$ cat src/rtl/gmux_sel_ctrl_pkg.sv
`default_nettype none
// +--------------------------------------------------------------------+
// | gmux_sel_ctrl_pkg                                                  |
// | Shared types and sizing helpers for the GMUX select controller.    |
// | Revision: 1.0                                                      |
// +--------------------------------------------------------------------+
package gmux_sel_ctrl_pkg;

  typedef enum logic [1:0] {
    IDLE     = 2'd0,
    GATE_OFF = 2'd1,
    SWITCH   = 2'd2
  } state_t;

  // Wide enough to hold the larger of the two reload values.
  function automatic int cnt_width(input int off_c, input int settle_c);
    int m;
    m = (off_c > settle_c) ? off_c : settle_c;
    return $clog2(m + 1);
  endfunction

endpackage
`default_nettype wire

$ cat src/rtl/gmux_sel_ctrl_if.sv
`default_nettype none
// +--------------------------------------------------------------------+
// | gmux_sel_ctrl_if                                                   |
// | Request handshake and clock-control outputs of the GMUX controller.|
// | Revision: 1.0                                                      |
// +--------------------------------------------------------------------+
interface gmux_sel_ctrl_if;
  logic req_valid;
  logic req_sel;
  logic req_ready;
  logic sel;
  logic gate_en;
  logic busy;
  logic done;

  modport master (
    output req_valid, req_sel,
    input  req_ready, sel, gate_en, busy, done
  );

  modport slave (
    input  req_valid, req_sel,
    output req_ready, sel, gate_en, busy, done
  );
endinterface
`default_nettype wire

$ cat src/rtl/gmux_dly_cnt.sv
`default_nettype none
// +--------------------------------------------------------------------+
// | gmux_dly_cnt                                                       |
// | Loadable down-counter with enable and zero flag; holds at zero.    |
// | Revision: 1.0                                                      |
// +--------------------------------------------------------------------+
module gmux_dly_cnt #(
  parameter int WIDTH = 3
) (
  input  wire logic             clk,
  input  wire logic             rst_n,
  input  wire logic             load,
  input  wire logic [WIDTH-1:0] load_val,
  input  wire logic             en,
  output logic                  zero
);

  logic [WIDTH-1:0] r_cnt;

  assign zero = (r_cnt == '0);

  always_ff @(posedge clk or negedge rst_n) begin
    if (!rst_n) begin
      r_cnt <= '0;
    end else if (load) begin
      r_cnt <= load_val;
    end else if (en && !zero) begin
      r_cnt <= r_cnt - WIDTH'(1);
    end
  end

endmodule
`default_nettype wire

$ cat src/rtl/gmux_sel_ctrl.sv
`default_nettype none
// +--------------------------------------------------------------------+
// | gmux_sel_ctrl                                                      |
// | Sequences gate-off, GMUX select change, settle and gate-on.        |
// | Optional macro GMUX_SEL_CTRL_LOCK_EN adds a lock input that holds  |
// | off new requests while idle.                                       |
// | Revision: 1.0                                                      |
// +--------------------------------------------------------------------+
module gmux_sel_ctrl
  import gmux_sel_ctrl_pkg::*;
#(
  parameter int   OFF_CYCLES    = 4,
  parameter int   SETTLE_CYCLES = 2,
  parameter logic INIT_SEL      = 1'b0
) (
  input  wire logic          clk,
  input  wire logic          rst_n,
`ifdef GMUX_SEL_CTRL_LOCK_EN
  input  wire logic          lock,
`endif
  gmux_sel_ctrl_if.slave     bus
);

  localparam int                 c_CNT_W     = cnt_width(OFF_CYCLES, SETTLE_CYCLES);
  localparam logic [c_CNT_W-1:0] c_OFF_LD    = c_CNT_W'(OFF_CYCLES - 1);
  localparam logic [c_CNT_W-1:0] c_SETTLE_LD = c_CNT_W'(SETTLE_CYCLES - 1);

  state_t r_state, w_nxt_state;
  logic   r_sel, w_nxt_sel;
  logic   r_gate_en, w_nxt_gate_en;
  logic   r_done, w_nxt_done;
  logic   r_busy, w_nxt_busy;
  logic   r_target, w_nxt_target;
  logic   r_same_pend, w_nxt_same_pend;

  logic               w_ready;
  logic               w_accept;
  logic               w_cnt_load;
  logic               w_cnt_en;
  logic               w_cnt_zero;
  logic [c_CNT_W-1:0] w_cnt_ld_val;

`ifdef GMUX_SEL_CTRL_LOCK_EN
  assign w_ready = (r_state == IDLE) && !lock;
`else
  assign w_ready = (r_state == IDLE);
`endif
  assign w_accept = bus.req_valid && w_ready;

  assign bus.req_ready = w_ready;
  assign bus.sel       = r_sel;
  assign bus.gate_en   = r_gate_en;
  assign bus.busy      = r_busy;
  assign bus.done      = r_done;

  gmux_dly_cnt #(
    .WIDTH    (c_CNT_W)
  ) u_dly_cnt (
    .clk      (clk),
    .rst_n    (rst_n),
    .load     (w_cnt_load),
    .load_val (w_cnt_ld_val),
    .en       (w_cnt_en),
    .zero     (w_cnt_zero)
  );

  always_comb begin
    w_nxt_state     = r_state;
    w_nxt_sel       = r_sel;
    w_nxt_gate_en   = r_gate_en;
    w_nxt_target    = r_target;
    // A same-select request completes one edge after acceptance.
    w_nxt_done      = r_same_pend;
    w_nxt_same_pend = 1'b0;
    w_cnt_load      = 1'b0;
    w_cnt_en        = 1'b0;
    w_cnt_ld_val    = c_OFF_LD;

    case (r_state)
      IDLE: begin
        if (w_accept) begin
          if (bus.req_sel != r_sel) begin
            w_nxt_target  = bus.req_sel;
            w_nxt_gate_en = 1'b0;
            w_cnt_load    = 1'b1;
            w_cnt_ld_val  = c_OFF_LD;
            w_nxt_state   = GATE_OFF;
          end else begin
            w_nxt_same_pend = 1'b1;
          end
        end
      end
      GATE_OFF: begin
        if (w_cnt_zero) begin
          w_nxt_sel    = r_target;
          w_cnt_load   = 1'b1;
          w_cnt_ld_val = c_SETTLE_LD;
          w_nxt_state  = SWITCH;
        end else begin
          w_cnt_en = 1'b1;
        end
      end
      SWITCH: begin
        if (w_cnt_zero) begin
          w_nxt_gate_en = 1'b1;
          w_nxt_done    = 1'b1;
          w_nxt_state   = IDLE;
        end else begin
          w_cnt_en = 1'b1;
        end
      end
      default: begin
        w_nxt_state   = IDLE;
        w_nxt_gate_en = 1'b1;
      end
    endcase

    w_nxt_busy = (w_nxt_state != IDLE);
  end

  always_ff @(posedge clk or negedge rst_n) begin
    if (!rst_n) begin
      r_state     <= IDLE;
      r_sel       <= INIT_SEL;
      r_gate_en   <= 1'b1;
      r_done      <= 1'b0;
      r_busy      <= 1'b0;
      r_target    <= INIT_SEL;
      r_same_pend <= 1'b0;
    end else begin
      r_state     <= w_nxt_state;
      r_sel       <= w_nxt_sel;
      r_gate_en   <= w_nxt_gate_en;
      r_done      <= w_nxt_done;
      r_busy      <= w_nxt_busy;
      r_target    <= w_nxt_target;
      r_same_pend <= w_nxt_same_pend;
    end
  end

endmodule
`default_nettype wire

$ cat src/flat_wrapper.sv
// flat-port wrapper written by rule: the top's interface ports become plain ports
module gmux_sel_ctrl_flat import gmux_sel_ctrl_pkg::*;
#(
  parameter int   OFF_CYCLES    = 4,
  parameter int   SETTLE_CYCLES = 2,
  parameter logic INIT_SEL      = 1'b0
)
  (clk, rst_n, bus_req_valid, bus_req_sel, bus_req_ready, bus_sel, bus_gate_en, bus_busy, bus_done);
  gmux_sel_ctrl_if bus_i ();
  input  wire logic clk;
  input  wire logic rst_n;
  input wire logic [$bits(bus_i.req_valid)-1:0] bus_req_valid;
  input wire logic [$bits(bus_i.req_sel)-1:0] bus_req_sel;
  output wire logic [$bits(bus_i.req_ready)-1:0] bus_req_ready;
  output wire logic [$bits(bus_i.sel)-1:0] bus_sel;
  output wire logic [$bits(bus_i.gate_en)-1:0] bus_gate_en;
  output wire logic [$bits(bus_i.busy)-1:0] bus_busy;
  output wire logic [$bits(bus_i.done)-1:0] bus_done;
  assign bus_i.req_valid = bus_req_valid;
  assign bus_i.req_sel = bus_req_sel;
  assign bus_req_ready = bus_i.req_ready;
  assign bus_sel = bus_i.sel;
  assign bus_gate_en = bus_i.gate_en;
  assign bus_busy = bus_i.busy;
  assign bus_done = bus_i.done;
  gmux_sel_ctrl #(.OFF_CYCLES(OFF_CYCLES), .SETTLE_CYCLES(SETTLE_CYCLES), .INIT_SEL(INIT_SEL)) u_core (.clk(clk), .rst_n(rst_n), .bus(bus_i));
endmodule
$ cat config.mk
export PLATFORM = sky130hd
export DESIGN_NAME = gmux_sel_ctrl_flat
export DESIGN_NICKNAME = d
export VERILOG_FILES = /design/src/rtl/gmux_sel_ctrl_pkg.sv /design/src/rtl/gmux_sel_ctrl_if.sv /design/src/rtl/gmux_dly_cnt.sv /design/src/rtl/gmux_sel_ctrl.sv /design/src/flat_wrapper.sv
export SDC_FILE = /design/constraint.sdc
export NUM_CORES = 1
export LEC_CHECK = 0
export ABC_AREA = 1
export BUFFER_PORTS_ARGS = -buffer_cell sky130_fd_sc_hd__buf_4
export CORE_MARGIN = 2
export CORE_UTILIZATION = 48
export CTS_CLUSTER_SIZE = 30
export DETAILED_ROUTE_END_ITERATION = 8
export PLACE_DENSITY = 0.68
export SYNTH_ARGS = -nofsm -noshare
export SYNTH_HDL_FRONTEND = slang
export SYNTH_HIERARCHICAL = 1
export SYNTH_SLANG_ARGS = --single-unit
$ cat constraint.sdc
create_clock -name clk -period 1.4 [get_ports clk]
set_clock_uncertainty 0.1 [all_clocks]
set_input_delay 0.21 -clock clk [delete_from_list [all_inputs] [get_ports clk]]
set_output_delay 0.21 -clock clk [all_outputs]
set_load 0.01 [all_outputs]
; Word-level counts from Yosys, hierarchy flattened
; Index checks and enable logic that the tools add are counted.
[word_totals]
regBits = 11
input_bits = 4
out_inout_bits = 5
word_cells = 51
[op_classes]
n_addsub = 1
eq_ne = 6
n_mux = 24
bitwise = 1
reduce_logical = 11
[ops]
columns = cell, count
row1 = 1-bit 2-to-1 mux, 13
row2 = 2-bit 2-to-1 mux, 5
row3 = 3-bit 2-to-1 mux, 3
row4 = "2-bit != test, second input constant", 3
row5 = 2-bit one-hot mux with 3 select lines, 1
row6 = 4-bit AND reduction, 1
row7 = 2-bit nonzero test, 2
row8 = 3-bit logical NOT, 1
row9 = 1-bit one-hot mux with 3 select lines, 1
row10 = 3-bit AND reduction, 1
row11 = "3-bit by 1-bit subtractor with 3-bit output, second input constant", 1
row12 = "2-bit by 1-bit equality test with 1-bit output, second input constant", 1
row13 = "2-bit equality test, second input constant", 1
row14 = 1-bit logical AND, 2
row15 = 2-bit logical NOT, 1
row16 = 1-bit one-hot mux with 2 select lines, 1
row17 = 2-bit AND reduction, 1
row18 = 2-bit OR reduction, 1
row19 = 1-bit logical NOT, 1
row20 = 1-bit != test, 1
row21 = 1-bit inverter, 1

; Logic depth before layout (Yosys ltp)
[depth]
word_depth = 6
depth_mapped = 10
ltp_nobuf = 10

; Modules after synthesis
; The synthesis kept the hierarchy.
[modules_own_cells]
columns = mod, instances, cells_per_inst, area_each_um2, seq_area_each_um2
row1 = gmux_sel_ctrl, 1, 58, 452.9, 201.4
row2 = gmux_dly_cnt, 1, 27, 192.7, 75.1

; Worst setup path before layout
; OpenSTA, ideal clock, no wires.
[synth_timing]
kind = register to register
from = register u_core.r_state[0]
to = register u_core.u_dly_cnt.r_cnt[0]
setup_time_ns = 0.116
arrival_time_ns = 1.328
required_time_ns = 1.184
slack_ns = -0.144
path_stages_with_launch = 11
path_cell_list = dfrtp_1 > inv_1 > ha_1 > nand2_1 > inv_1 > nand2_2 > nand2_1 > inv_2 > nand2_2 > nand2_1 > nand2_1
[synth_via]
elab_chain_len = 5
[synth_rtl]
columns = element, line
row1 = start: declaration, gmux_sel_ctrl.sv:28  ; state_t r_state, w_nxt_state;
row2 = start signal: assignment, gmux_sel_ctrl.sv:131  ; r_state <= w_nxt_state;
row3 = 2-bit logical NOT *, gmux_sel_ctrl.sv:46  ; assign w_ready = (r_state == IDLE);
row4 = via bus_req_ready, flat_wrapper.sv:14  ; output wire logic [$bits(bus_i.req_ready)-1:0] bus_req_ready;
row5 = 1-bit logical AND, gmux_sel_ctrl.sv:48  ; assign w_accept = bus.req_valid && w_ready;
row6 = 1-bit 2-to-1 mux, gmux_sel_ctrl.sv:81  ; if (w_accept) begin
row7 = 1-bit one-hot mux with 2 select lines *, gmux_sel_ctrl.sv:79  ; case (r_state)
row8 = via u_core.w_cnt_load, gmux_sel_ctrl.sv:38  ; logic w_cnt_load;
row9 = 3-bit 2-to-1 mux / 2-bit nonzero test (equally long branches), n/a
row10 = end signal: assignment, gmux_dly_cnt.sv:26  ; r_cnt <= load_val;
row11 = end signal: assignment, gmux_dly_cnt.sv:28  ; r_cnt <= r_cnt - WIDTH'(1);
row12 = end: declaration, gmux_dly_cnt.sv:18  ; logic [WIDTH-1:0] r_cnt;
; The timed path passes the listed nets; every way through them passes the cells marked *.
; A chain may end at the register's enable or synchronous reset.

; Worst setup path in the final report
[layout_timing]
from = register u_core.r_state[0]
to = output bus_req_ready
[layout_via]
elab_chain_len = 1
[layout_rtl]
columns = element, line
row1 = 2-bit logical NOT, gmux_sel_ctrl.sv:46
row2 = end: declaration, flat_wrapper.sv:14
; Every way passes these cells.

==> impl_results.md <==
* Status: complete, but fails checks
* Failing checks: negative setup slack
* First-pass GRT wire length at between 2 and 2.5 mm
* Leak at 0.533 nW
* Fmax at slightly below 700 MHz
* Crit path kind: register to output pin
* Die Y at just over 40 um
* CP max FO at 4
* Register area share after synthesis at 0.428
* TritonCTS clock tree: done
* Core area at approximately 1300 um2
* CP Launch Type: register
* CTS root buf: clkbuf_4
* Hold slack final at about 130 ps
* Worst-Skew Late Latency at 270 ps
* Bufs on Longest Clock Path at 2
* RD Place Congestion at 0.743
* Vias per Instance at around 4.6
* # rows at 13
* Final setup margin at -38.0 ps
* Post-layout min period at between 1000 and 1500 ps
* Detailed Route Iter0 Violations at 11
* Primary FF master, synth: dfrtp_1
* Number of CTS-inserted buffers at 3
* Period utilization at 1.03
* CTS sink cnt at 11
* Syn_nets at 95
* Grt ovf at 0
* Top post-synthesis cells by area: dfrtp_1 39%, nand2_1 16%, ha_1 12%
* Number of global-route vias before repair at 511
* Async set or reset register ratio after synthesis at 1.00
* CP arrival at approximately 1100 ps
* Total of max-cap violations at 0
* N_diodes at 0
* Post-Place Worst Slack at -99.3 ps
* RSZ-0062 raised after global routing: true
* Area leader, netlist: dfrtp_1
* Total number of vias at between 500 and 600
* Worst Hold Class: primary input to register
* Chip width at approximately 41 um
* Final setup fails at 2
* Avg Inst Size Synth at 7.60 um2
* Top cells by count, synth: 27 x nand2_1, 18 x inv_1, 10 x dfrtp_1, 6 x ha_1
* Pwr per Cell Area at between 2000 and 2500 nW/um2
* EDFF count, synth at 0
* Yosys top cell area share at 0.388
* Antenna-violating nets left at 0
* Final TNS setup at -49.5 ps
* H-tree lvl count at 1
* Final Hold Fails at 0
* Unique masters post-synth at 16
* Detailed placement HPWL at slightly below 1 mm
* Count of port buffers added during placement at 8
* Crit end category: output pin
* Post-layout nets at about 120
* Mapped Cells at between 80 and 90
* Initial antenna violation count at 0
* Worst-path clk slew at around 70 ps
* Final wirelength at between 1 and 1.5 mm
* Ratio of cells with drive above 1 in the final layout at 0.414
* Pin count of the biggest net entering global routing at 12
* Starting density of the core at 0.502
* First-pass DRT Iterations at 4
* Yosys Warn Count at 6
* Maximum VDD drop at between 1 and 1.5 mV
* Area Growth Syn to Fin at 45.7%
* Overall power at 0.00228 W
* Die area at about 1700 um2
* Fin. max-slew vios at 0
* Num ports at 9
* Top-count cell post-synth: nand2_1
* Tot GR Track Use at 0.228
* Drt drc at 0
* Crit path required time at about 1100 ps
* Post-DR wirelength/cell at 11.4 um
* Yosys reg bits at 11
* Mapped Area at 646 um2
what timing repair did:
| action | CTS | global route |
|---|---|---|
| hold endpoints to repair | 11 | 0 |
| gates resized for setup | 12 | 8 |
| endpoints found under the setup margin | 4 | 9 |
| setup buffers | 4 | 1 |
| hold buffers | 1 | 0 |
| pin swaps | 7 | 2 |
kinds of logic after synthesis:
| family | Yosys count | synth area share |
|---|---|---|
| compound gates | 9 | 0.0833 |
| flops | 11 | 0.428 |
| simple gates | 38 | 0.250 |
| buf+inv | 19 | 0.110 |
| other cells | 2 | 0.0116 |
| fa+ha+maj | 6 | 0.116 |
cell usage in the layout (no fill, tap or decap), drive strengths merged:
master / synthesis / final
nand3: 5 / 5
dfstp: 1 / 1
nand2: 30 / 30
dfrtp: 10 / 10
nor2: 3 / 3
conb: 2 / 2
a21oi: 1 / 1
o21bai: 2 / 2
dlygate4sd3: 0 / 1
clkbuf: 0 / 4
ha: 6 / 6
buf: 0 / 21
inv: 19 / 19
o21ai: 6 / 6
layer usage:
layer	vias up	track usage	share of wire
li1	306	-	-
met1	257	0.247	0.41
met2	14	0.397	0.53
met3	5	0.0489	0.032
met4	0	0.150	0.027
met5	-	0	0
metrics by stage:
stage,cells,util,cell area (um2)
3_5_place_dp,116,0.634,815
3_3_place_gp,116,0.634,815
4_1_cts,125,0.708,910
2_1_floorplan,85,-,676
6_report,126,0.732,941
5_1_grt,126,0.732,941
flip-flops by register name, summed over array words and instances (netlist names):
name / flops
u_core/bus.busy: 1
u_core/bus.gate_en: 1
u_core/r_target: 1
u_core/r_state: 2
u_core/bus.sel: 1
u_core/bus.done: 1
u_core/u_dly_cnt/r_cnt: 3
u_core/r_same_pend: 1
power by group:
part | internal [W] | switching, W
Combinational | 0.000728 | 0.000774
Clock | 0.000110 | 0.000109
Sequential | 0.000475 | 0.0000800
Total | 0.00131 | 0.000963
worst paths after layout:
check | from | end | slack [ps] | depth (start not counted)
setup / recovery | u_core/r_state[0] | bus_req_ready | -40 | 4
hold / removal | bus_req_sel | u_core/r_same_pend | 130 | 4
setup reg to reg | u_core/r_state[0] | u_core/u_dly_cnt/r_cnt[1] | -10 | 10
hold reg to reg | u_core/r_same_pend | u_core/bus.done | 350 | 1
max in group asynchronous | rst_n | u_core/bus.gate_en | 770 | 2
min in group asynchronous | rst_n | u_core/bus.sel | 200 | 2
area by class of cell:
type / instances / area, um2
well taps: 15 / 18.8
fillers: 96 / 344
flip-flops and latches: 11 / 277
repair buffers: 22 / 179
clock buffers: 4 / 26.3
inverters: 19 / 73.8
multi-input cells: 55 / 367
critical path: stages, from the launching register on:
cell and delay (ps):
dfrtp_1 410, inv_2 70, ha_4 160, buf_6 110
buf_6 110
No activity file was read; power rests on OpenSTA's default activity.
